<file path="src/rtl/y_compare_misr.sv">
// y_compare_misr
// Compares a golden-model output vector (y_ref) against a netlist output
// vector (y_dut) over a run of num_cycles qualified samples, and compresses
// y_dut into a 32-bit MISR signature.
//
// Parameters
//   WIDTH     width of y_ref / y_dut
//   SIG_POLY  MISR feedback polynomial
//   SIG_SEED  MISR start value
//
// Ports
//   clk, rst_n       clock (rising edge), asynchronous active-low reset
//   start            begin a run (honoured in IDLE or DONE only)
//   num_cycles       samples per run, latched at start
//   valid_in         qualifies y_ref / y_dut as one sample
//   y_ref, y_dut     compared vectors
//   busy / done      run in progress / run finished
//   pass             DONE with zero mismatches
//   mismatch_count   saturating count of mismatching samples
//   first_mm_*       index and XOR difference of the first mismatch
//   signature        MISR over y_dut
//   dbg_state        current FSM state (0 IDLE, 1 RUN, 2 DONE)
//
// Handshake: there is no backpressure. A sample is accepted on every rising
// edge in RUN where valid_in=1; valid_in=0 cycles leave all state untouched.
module y_compare_misr #(
  parameter int          WIDTH    = 81,
  parameter logic [31:0] SIG_POLY = 32'h04C11DB7,
  parameter logic [31:0] SIG_SEED = 32'hFFFFFFFF
) (
  input  logic             clk,
  input  logic             rst_n,
  input  logic             start,
  input  logic [15:0]      num_cycles,
  input  logic             valid_in,
  input  logic [WIDTH-1:0] y_ref,
  input  logic [WIDTH-1:0] y_dut,
  output logic             busy,
  output logic             done,
  output logic             pass,
  output logic [15:0]      mismatch_count,
  output logic             first_mm_valid,
  output logic [15:0]      first_mm_index,
  output logic [WIDTH-1:0] first_mm_diff,
  output logic [31:0]      signature,
  output logic [1:0]       dbg_state
);

  typedef enum logic [1:0] {
    IDLE = 2'd0,
    RUN  = 2'd1,
    DONE = 2'd2
  } state_t;

  localparam int NCHUNK = (WIDTH + 31) / 32;

  state_t      state;
  logic [15:0] n_lat;
  logic [15:0] sample_idx;

  // XOR of y split into 32-bit chunks from bit 0, top chunk zero-padded.
  function automatic logic [31:0] fold(input logic [WIDTH-1:0] v);
    logic [NCHUNK*32-1:0] padded;
    logic [31:0]          acc;
    padded            = '0;
    padded[WIDTH-1:0] = v;
    acc               = '0;
    for (int i = 0; i < NCHUNK; i++) begin
      acc = acc ^ padded[i*32 +: 32];
    end
    return acc;
  endfunction

  logic [31:0]      sig_next;
  logic             mm;
  logic [WIDTH-1:0] diff;
  logic [15:0]      count_next;
  logic             last_sample;

  always_comb begin
    sig_next    = {signature[30:0], 1'b0} ^ (signature[31] ? SIG_POLY : 32'h0) ^ fold(y_dut);
    diff        = y_ref ^ y_dut;
    mm          = (diff != '0);
    count_next  = mismatch_count;
    if (mm && (mismatch_count != 16'hFFFF)) begin
      count_next = mismatch_count + 16'd1;
    end
    // n_lat is never 0 while in RUN, so n_lat-1 cannot wrap here.
    last_sample = (sample_idx == (n_lat - 16'd1));
  end

  assign dbg_state = state;

  always_ff @(posedge clk or negedge rst_n) begin
    if (!rst_n) begin
      state          <= IDLE;
      n_lat          <= '0;
      sample_idx     <= '0;
      busy           <= 1'b0;
      done           <= 1'b0;
      pass           <= 1'b0;
      mismatch_count <= '0;
      first_mm_valid <= 1'b0;
      first_mm_index <= '0;
      first_mm_diff  <= '0;
      signature      <= SIG_SEED;
    end else begin
      case (state)
        IDLE, DONE: begin
          if (start) begin
            n_lat          <= num_cycles;
            sample_idx     <= '0;
            mismatch_count <= '0;
            first_mm_valid <= 1'b0;
            first_mm_index <= '0;
            first_mm_diff  <= '0;
            signature      <= SIG_SEED;
            if (num_cycles != 16'd0) begin
              state <= RUN;
              busy  <= 1'b1;
              done  <= 1'b0;
              pass  <= 1'b0;
            end else begin
              // Empty run: nothing compared, so it trivially passes.
              state <= DONE;
              busy  <= 1'b0;
              done  <= 1'b1;
              pass  <= 1'b1;
            end
          end
        end
        RUN: begin
          if (valid_in) begin
            signature      <= sig_next;
            mismatch_count <= count_next;
            if (mm && !first_mm_valid) begin
              first_mm_valid <= 1'b1;
              first_mm_index <= sample_idx;
              first_mm_diff  <= diff;
            end
            if (last_sample) begin
              state <= DONE;
              busy  <= 1'b0;
              done  <= 1'b1;
              // Include the final sample's own comparison result.
              pass  <= (count_next == 16'd0);
            end else begin
              sample_idx <= sample_idx + 16'd1;
            end
          end
        end
        default: begin
          state <= IDLE;
          busy  <= 1'b0;
          done  <= 1'b0;
          pass  <= 1'b0;
        end
      endcase
    end
  end

endmodule

</file>
<file path="config.mk">
export PLATFORM = sky130hd
export DESIGN_NAME = y_compare_misr
export DESIGN_NICKNAME = d
export VERILOG_FILES = /design/src/rtl/y_compare_misr.sv
export SDC_FILE = /design/constraint.sdc
export NUM_CORES = 1
export LEC_CHECK = 0
export ABC_CLOCK_PERIOD_IN_PS = 5900
export CAP_MARGIN = 20
export CORE_AREA = 2 2 203 105
export CTS_CLUSTER_DIAMETER = 60
export CTS_CLUSTER_SIZE = 16
export DETAILED_ROUTE_END_ITERATION = 10
export DIE_AREA = 0 0 205 107
export PLACE_DENSITY = 0.95
export SLEW_MARGIN = 20
export SYNTH_ARGS = -nofsm -noshare
export SYNTH_HDL_FRONTEND = slang
export SYNTH_SLANG_ARGS = --single-unit
</file>
<file path="constraint.sdc">
create_clock -name clk -period 5.9 [get_ports clk]
set_input_delay 1.475 -clock clk [delete_from_list [all_inputs] [get_ports clk]]
set_output_delay 1.475 -clock clk [all_outputs]
set_load 0.02 [all_outputs]
</file>
==> results of run 1 <==
-- area by class of cell --
| cell class | count | area [sq um] |
|---|---|---|
| fillers | 1487 | 6010 |
| multi-input cells | 809 | 5070 |
| flip-flops and latches | 181 | 4570 |
| repair buffers | 353 | 3530 |
| clock buffers | 20 | 457 |
| well taps | 273 | 342 |
| clock inverters | 12 | 169 |
| inverters | 6 | 22.5 |
| diodes | 2 | 5.00 |
-- cell families (layout without fill, tap and decap cells) --
| kind of cell | Yosys count | count (layout) | synth area share |
|---|---|---|---|
| buf+inv | 84 | 391 | 0.0351 |
| xor+xnor | 207 | 207 | 0.182 |
| simple gates | 387 | 387 | 0.197 |
| other cells | 0 | 2 | 0 |
| flops | 181 | 181 | 0.459 |
| mux | 5 | 5 | 0.00503 |
| compound gates | 207 | 207 | 0.118 |
| fa+ha+maj | 3 | 3 | 0.00377 |
-- worst max-delay path: stages --
cell and delay (ns):
clkdlybuf4s50_1 0.46, xnor2_1 0.77, nand4_1 0.17, nor4_1 0.28, buf_4 0.15, nor3b_1 0.30
buf_4 0.18, and2_1 0.28, or3_4 0.41, buf_12 0.26, nand3_1 0.13, o21ai_0 0.11
-- synth_stat cells (all sizes together) (2+ instances only) --
cell and number:
nand3 110, o21ai 125, a21oi 36, dfstp 32, o41ai 2, nand3b 4, o31ai 6, inv 6
ha 3, xor2 36, clkbuf 58, a31oi 8, xnor2 171, mux2i 5, nor3 39, or4 4
or4b 3, nor2 35, a21o 3, dfrtp 149, buf 20, o211ai 2, nand2b 2, nor2b 3
and3 11, nand4 34, nor4 13, and4 4, a41o 4, and2 4, nand2 108, a211oi 4
o32ai 2, o21bai 3, o2bb2ai 2, nand4b 2, or3 7
-- placed cells by master, fill, tap and decap left out, types with 17 or more instances in the layout --
master,Yosys,layout
nand4_1,34,34
clkdlybuf4s50_1,0,331
xor2_1,36,36
xnor2_1,171,171
dfrtp_1,149,149
dfstp_2,32,32
a21oi_1,36,36
nor3_1,37,36
o21ai_0,125,125
nand3_1,110,110
buf_4,2,17
nand2_1,108,107
nor2_1,35,35
clkbuf_16,0,17
-- worst max path at each step --
stage / from / endpoint / slack, ns / depth (start not counted)
final: y_dut[1] / first_mm_diff[6] / 1.21 / 12
after global routing: y_dut[5] / first_mm_diff[6] / 0.98 / 12
after global placement: y_dut[5] / pass / 0.83 / 11
after detailed placement: y_dut[5] / pass / 0.80 / 11
after CTS: y_dut[5] / pass / 1.25 / 11
after floorplan: y_dut[69] / pass / 2.21 / 9
-- power groups by stage --
stage / Sequential [mW] / Clock [mW] / Combinational, mW
2_1_floorplan: 2.61 / 0 / 1.33
3_3_place_gp: 2.26 / 0 / 3.08
3_5_place_dp: 2.29 / 0 / 3.18
4_1_cts: 2.28 / 1.23 / 3.20
5_1_grt: 2.35 / 1.29 / 3.44
6_report: 2.29 / 1.22 / 3.22
-- registers in the layout (all words and copies together), names as in the netlist --
signal,count
dbg_state,1
mismatch_count,16
first_mm_diff,81
n_lat,16
signature,32
first_mm_valid,1
first_mm_index,16
pass,1
sample_idx,16
done,1
-- metrics by stage --
| step | std cells | power (mW) |
|---|---|---|
| 3_3_place_gp | 1622 | 5.34 |
| 6_report | 1656 | 6.73 |
| 2_1_floorplan | 1074 | 3.93 |
| 5_1_grt | 1654 | 7.08 |
| 3_5_place_dp | 1622 | 5.48 |
| 4_1_cts | 1654 | 6.71 |
-- per-layer routing --
layer  vias to the layer above  global-route usage  routed length (microns)
met3                        85               0.139                     5010
met5                         -                   0                       13
met2                       602               0.508                    16100
met1                      4753               0.487                    16000
met4                         2               0.119                     1290
li1                       4347                   -                        -
==> impl_results.md, run 1 <==
- Status: complete, no violations
- Synth Cell Area: approximately 10000 sq um
- Clock skew: around 0.012 ns
- TritonCTS Buffers: 17
- Hold path depth: 2
- Switching pwr: between 2 and 3 mW
- Hold Path Origin: first_mm_diff[77]
- EDFF count, synth: 0
- Maximum fanout along the worst path: 54
- Antenna violations before repair: 4
- Hold/Removal Path Class: reg -> reg
- Die height: between 100 and 150 microns
- Async set-reset flop share out of synthesis: 1.00
- Pre-CTS WS: 0.798 ns
- Yosys reg bits: approximately 180
- Nets@finish: between 1,500 and 2,000
- Register area share after synthesis: 0.459
- Setup TNS Final: 0 ns
- RSZ-0062 raised after global routing: false
- CTS H-tree depth: 4
- Net Count, Synth: 1,259
- Max_slew headroom: 0.376
- Finished Cell Area: between 10,000 and 15,000 sq um
- Clk buf depth: 2
- Reg power frac: 0.341
- Via density: between 5 and 6
- CTS clk-pin slew, worst paths: around 0.070 ns
- First-pass GRT wire length: about 57,000 microns
- Final setup fails: 0
- Worst path required time: 6.23 ns
- Residual DRC: 0
- IO Count: 333
- Post-synthesis cell count: around 1,100
- Hold path endpoint: first_mm_diff[77]
- Critical Path Sink Type: flip-flop
- Post-synthesis cell type count: 60
- CP arrival: between 5 and 6 ns
- ANT nets after route: 0
- Worst slew pin tran: between 0.9 and 1 ns
- Worst reg2reg endpoint: sample_idx[13]
- Via count: 9,789
- Placed Area: around 14,000 sq um
- RD Place Congestion: 0.976
- Input/output buffers: roughly 330
- Core footprint: between 20,000 and 25,000 sq um
- Hold Fails Final Rpt: 0
- Initial DRC count: between 1,000 and 1,500
- Die width: just over 200 microns
- VDD IR max: about 0.00025 V
- Pleak: between 5 and 6 nW
- Final Util: 0.702
- Maxcap violations: 0
- Clock Power Share: 0.181
- Post-CTS Hold Buffers: 0
- Clock tree sinks: ~180
- Highest clock rate: around 210 MHz
- Pin count of the biggest net entering global routing: 106
- Routed len/inst: approximately 23 microns
- Power Density: about 480 nW/um^2
- Die area: 21,900 sq um
- Combinational share of power: 0.478
- Post-cts sizing count: 0
- R2r setup slk: about 2.5 ns
- Slew Viols, Final: 0
- Syn Area/Cell: a little over 9 sq um
- Area contributors post-synth: dfrtp_1, xnor2_1, dfstp_2
- Tcrit/Tclk final: 0.796
- Pre-antenna DRT Iters: 5
- Internal power: between 3 and 4 mW
- Final hold slack: 0.503 ns
- Vias in the first global route: 9,521
- Yosys top cell by area: dfrtp_1
- Global-route usage over all layers: 0.354
- Predominant post-synthesis flop cell: dfrtp_1
- Kind of critical path: in -> reg
- Yosys warns: 0
- # Post-CTS Setup Buffers: 0
- Worst-Skew Late Latency: 0.42 ns
- Startpoint types: input pin
- WL final: roughly 38,000 microns
- Post-synth top area share: 0.375
- Std-Cell Rows: 37
- Sw Ratio: 0.412
- Layout area overhead: 42.4%
- Post-DP HPWL: between 20,000 and 30,000 microns
- Initial Utilization: 0.493
- Clk root buf: clkbuf_16
- Final min period: between 4 and 5 ns
- Worst Reg-to-Reg Cells: 12
- TritonCTS clock tree: yes
- Setup ws final: between 1 and 1.5 ns
- Grt total ovfl: 0
- FF-to-FF Start: n_lat[0]
- Share of cells above drive strength 1: 0.0746
No activity file was read; power rests on OpenSTA's default activity.
==> run 2: changes to the inputs <==
- ABC_CLOCK_PERIOD_IN_PS: 5900 -> 3900
- CORE_AREA: 2 2 203 105 -> 2 2 221 114
- DIE_AREA: 0 0 205 107 -> 0 0 223 116
- PLACE_DENSITY: 0.95 -> 0.87
- clock period: 5.9 -> 3.9 ns (I/O delays scaled with it)
==> impl_results.md, run 2 (synthesis results as in run 1) <==
- CTS H-tree depth: 4 (unchanged)
- IO Count: 333 (unchanged)
- Cells along the critical path: clkdlybuf4s50_1, xnor2_1, nand4_1, nor4_1, and4_1, a21oi_1, and3_1, or4_1, a211o_1, o31ai_1
- Antenna violations before repair: 3 (-1)
- Switching pwr: 4.16 mW (+50%)
- Hold Fails Final Rpt: 0 (unchanged)
- Worst path max stage delay: 0.43 ns (-0.34 ns)
- CTS clk-pin slew, worst paths: 0.07 ns (about the same)
- Dpl cells: 1,703 (+5.0%)
- RD Place Congestion: 1.00 (+2.7%)
- Via count: 9,674 (-1.2%)
- Setup ws final: 0.337 ns (-0.869 ns)
- Reg power frac: 0.345 (+0.004)
- # Post-CTS Setup Buffers: 0 (unchanged)
- Worst slew pin tran: 0.841 ns (-0.0891 ns)
- Filler cells: 1,972 (+33%)
- Hold Path Origin: first_mm_index[8]
- Critical Path Sink Type: flip-flop
- WL final: 38,100 microns (-0.75%)
- Maxcap violations: 0 (unchanged)
- Grt total ovfl: 0 (unchanged)
- Slew Viols, Final: 0 (unchanged)
- Sw Ratio: 0.410 (-0.00177)
- Post-DP HPWL: 29,800 microns (+0.25%)
- TritonCTS clock tree: yes
- Clock skew: 0.0147 ns (+0.00298 ns)
- Final Util: 0.609 (-0.0927)
- Core footprint: 23,800 sq um (+18%)
- Pre-CTS WS: -0.101 ns (-0.899 ns)
- Global-route usage over all layers: 0.296 (-0.0581)
- Worst path required time: 4.24 ns (-1.99 ns)
- Clock Power Share: 0.181 (about the same)
- Startpoint types: input pin
- Worst-Skew Late Latency: 0.45 ns (+0.03 ns)
- TritonCTS Buffers: 17 (unchanged)
- Final hold slack: 0.505 ns (+0.00221 ns)
- Vias in the first global route: 9,269 (-2.6%)
- Status: complete, no violations
- Post-cts sizing count: 0 (unchanged)
- Post-CTS Hold Buffers: 0 (unchanged)
- Clk root buf: clkbuf_16
- Die height: 116 microns (+8.4%)
- Share of cells above drive strength 1: 0.0993 (+0.0247)
- Tcrit/Tclk final: 0.914
- Kind of critical path: in -> reg
- CP arrival: 3.91 ns (-1.12 ns)
- Maximum fanout along the worst path: 3 (-94%)
- Pwr Total: 10.2 mW (+51%)
- Nets@finish: 1,592 (+2.5%)
- Initial Utilization: 0.419 (-0.0744)
- Internal power: 5.99 mW (+51%)
- Die area: 25,900 sq um (+18%)
- Die width: 223 microns (+8.8%)
- Largest register FFs: 81 (unchanged)
- ANT nets after route: 0 (unchanged)
- Non-filler instance count after layout: 1,736 (+4.8%)
- Highest clock rate: around 280 MHz
- Clock tree sinks: 181 (unchanged)
- Power Density: 701 nW/um^2 (+48%)
- Combinational share of power: 0.474 (-0.004)
- Via density: 5.57 (-5.7%)
- First-pass GRT wire length: 56,500 microns (-1.2%)
- VDD IR max: 0.000417 V (+70%)
- Hold path depth: 2 (unchanged)
- Final min period: roughly 3.6 ns
- FF-to-FF Start: n_lat[0]
- Clk buf depth: 2 (unchanged)
- Final setup fails: 0 (unchanged)
- Pre-antenna DRT Iters: 5 (unchanged)
- Setup crit start: y_dut[71]
- Commonest cells after routing, fill and taps aside: clkdlybuf4s50_1, xnor2_1, dfrtp_1, o21ai_0, nand3_1
- Pin count of the biggest net entering global routing: 77 (-27%)
- RSZ-0062 raised after global routing: false
- Top flop regs: first_mm_diff: 81 flops, signature: 32 flops
- Pleak: 5.81 nW (+3.3%)
- Hold/Removal Path Class: reg -> reg
- Initial DRC count: 862 (-15%)
- Commonest non-fill, non-tap cell in the layout: clkdlybuf4s50_1
- Input/output buffers: 332 (unchanged)
- Residual DRC: 0 (unchanged)
- Max_slew headroom: 0.437 (+0.0618)
- Biggest register: first_mm_diff
- Slowest cell on crit path: clkdlybuf4s50_1
- Routed len/inst: 22.0 microns (-5.3%)
- Worst Reg-to-Reg Cells: 12 (unchanged)
- Layout area overhead: 45.6%
- Std-Cell Rows: 40 (+8.1%)
run 2: cell types whose count changed in the layout (fill, tap and decap cells not counted), moves of 2 or more:
| cell | previous run | this run |
|---|---|---|
| buf_4 | 17 | 56 |
| clkinv_4 | 4 | 2 |
| inv_6 | 2 | 6 |
| clkbuf_8 | 3 | 0 |
run 2: path summary, 6_finish.rpt:
| check | to | slack (ns) |
|---|---|---|
| max | pass | 0.34 |
| min | first_mm_index[8] | 0.50 |
| min in group asynchronous | first_mm_diff[39] | 0.53 |
| max in group asynchronous | first_mm_diff[47] | 2.40 |
| min reg2reg | first_mm_index[8] | 0.50 |
| max reg2reg | sample_idx[15] | 0.53 |
run 2: power by group through the flow:
| stage | Sequential (mW) | Combinational, mW | Clock, mW |
|---|---|---|---|
| after detailed placement | 3.50 | 4.80 | 0 |
| after global routing | 3.58 | 5.15 | 1.95 |
| final | 3.50 | 4.82 | 1.84 |
| after floorplan | 3.95 | 2.00 | 0 |
| after global placement | 3.47 | 4.70 | 0 |
| after CTS | 3.48 | 4.83 | 1.88 |
run 2: layer usage:
metal	global-route usage	up-vias	part of all wire
met3	0.0791	108	0.079
met4	0.140	4	0.046
li1	-	4437	-
met5	0	-	0.00089
met1	0.372	4683	0.41
met2	0.483	442	0.47
run 2: worst max-delay path: cells and delay by family:
family                    cells  cell delay, ns
AOI/OAI and AO/OA             3            0.61
xor gates and xnor gates      1            0.37
buffers and inverters         1            0.43
and+or+nand+nor               5            1.52
run 2: per-stage QoR:
stage	area [sq um]	setup TNS (ns)
floorplan	9950	0
finish	14500	0
CTS	14500	0
global route	14500	0
global placement	13900	-0.0579
detailed placement	13900	-0.101
run 2: area by class of cell:
cell class	instances	area, sq um	area share
tap	315	394	0.0272
multi-input combinational	809	5060	0.349
antenna	1	2.50	0.000173
clock buffer	17	425	0.0294
clock inverter	15	191	0.0132
sequential	181	4570	0.315
inverter	6	22.5	0.00155
timing repair buffer	392	3820	0.264
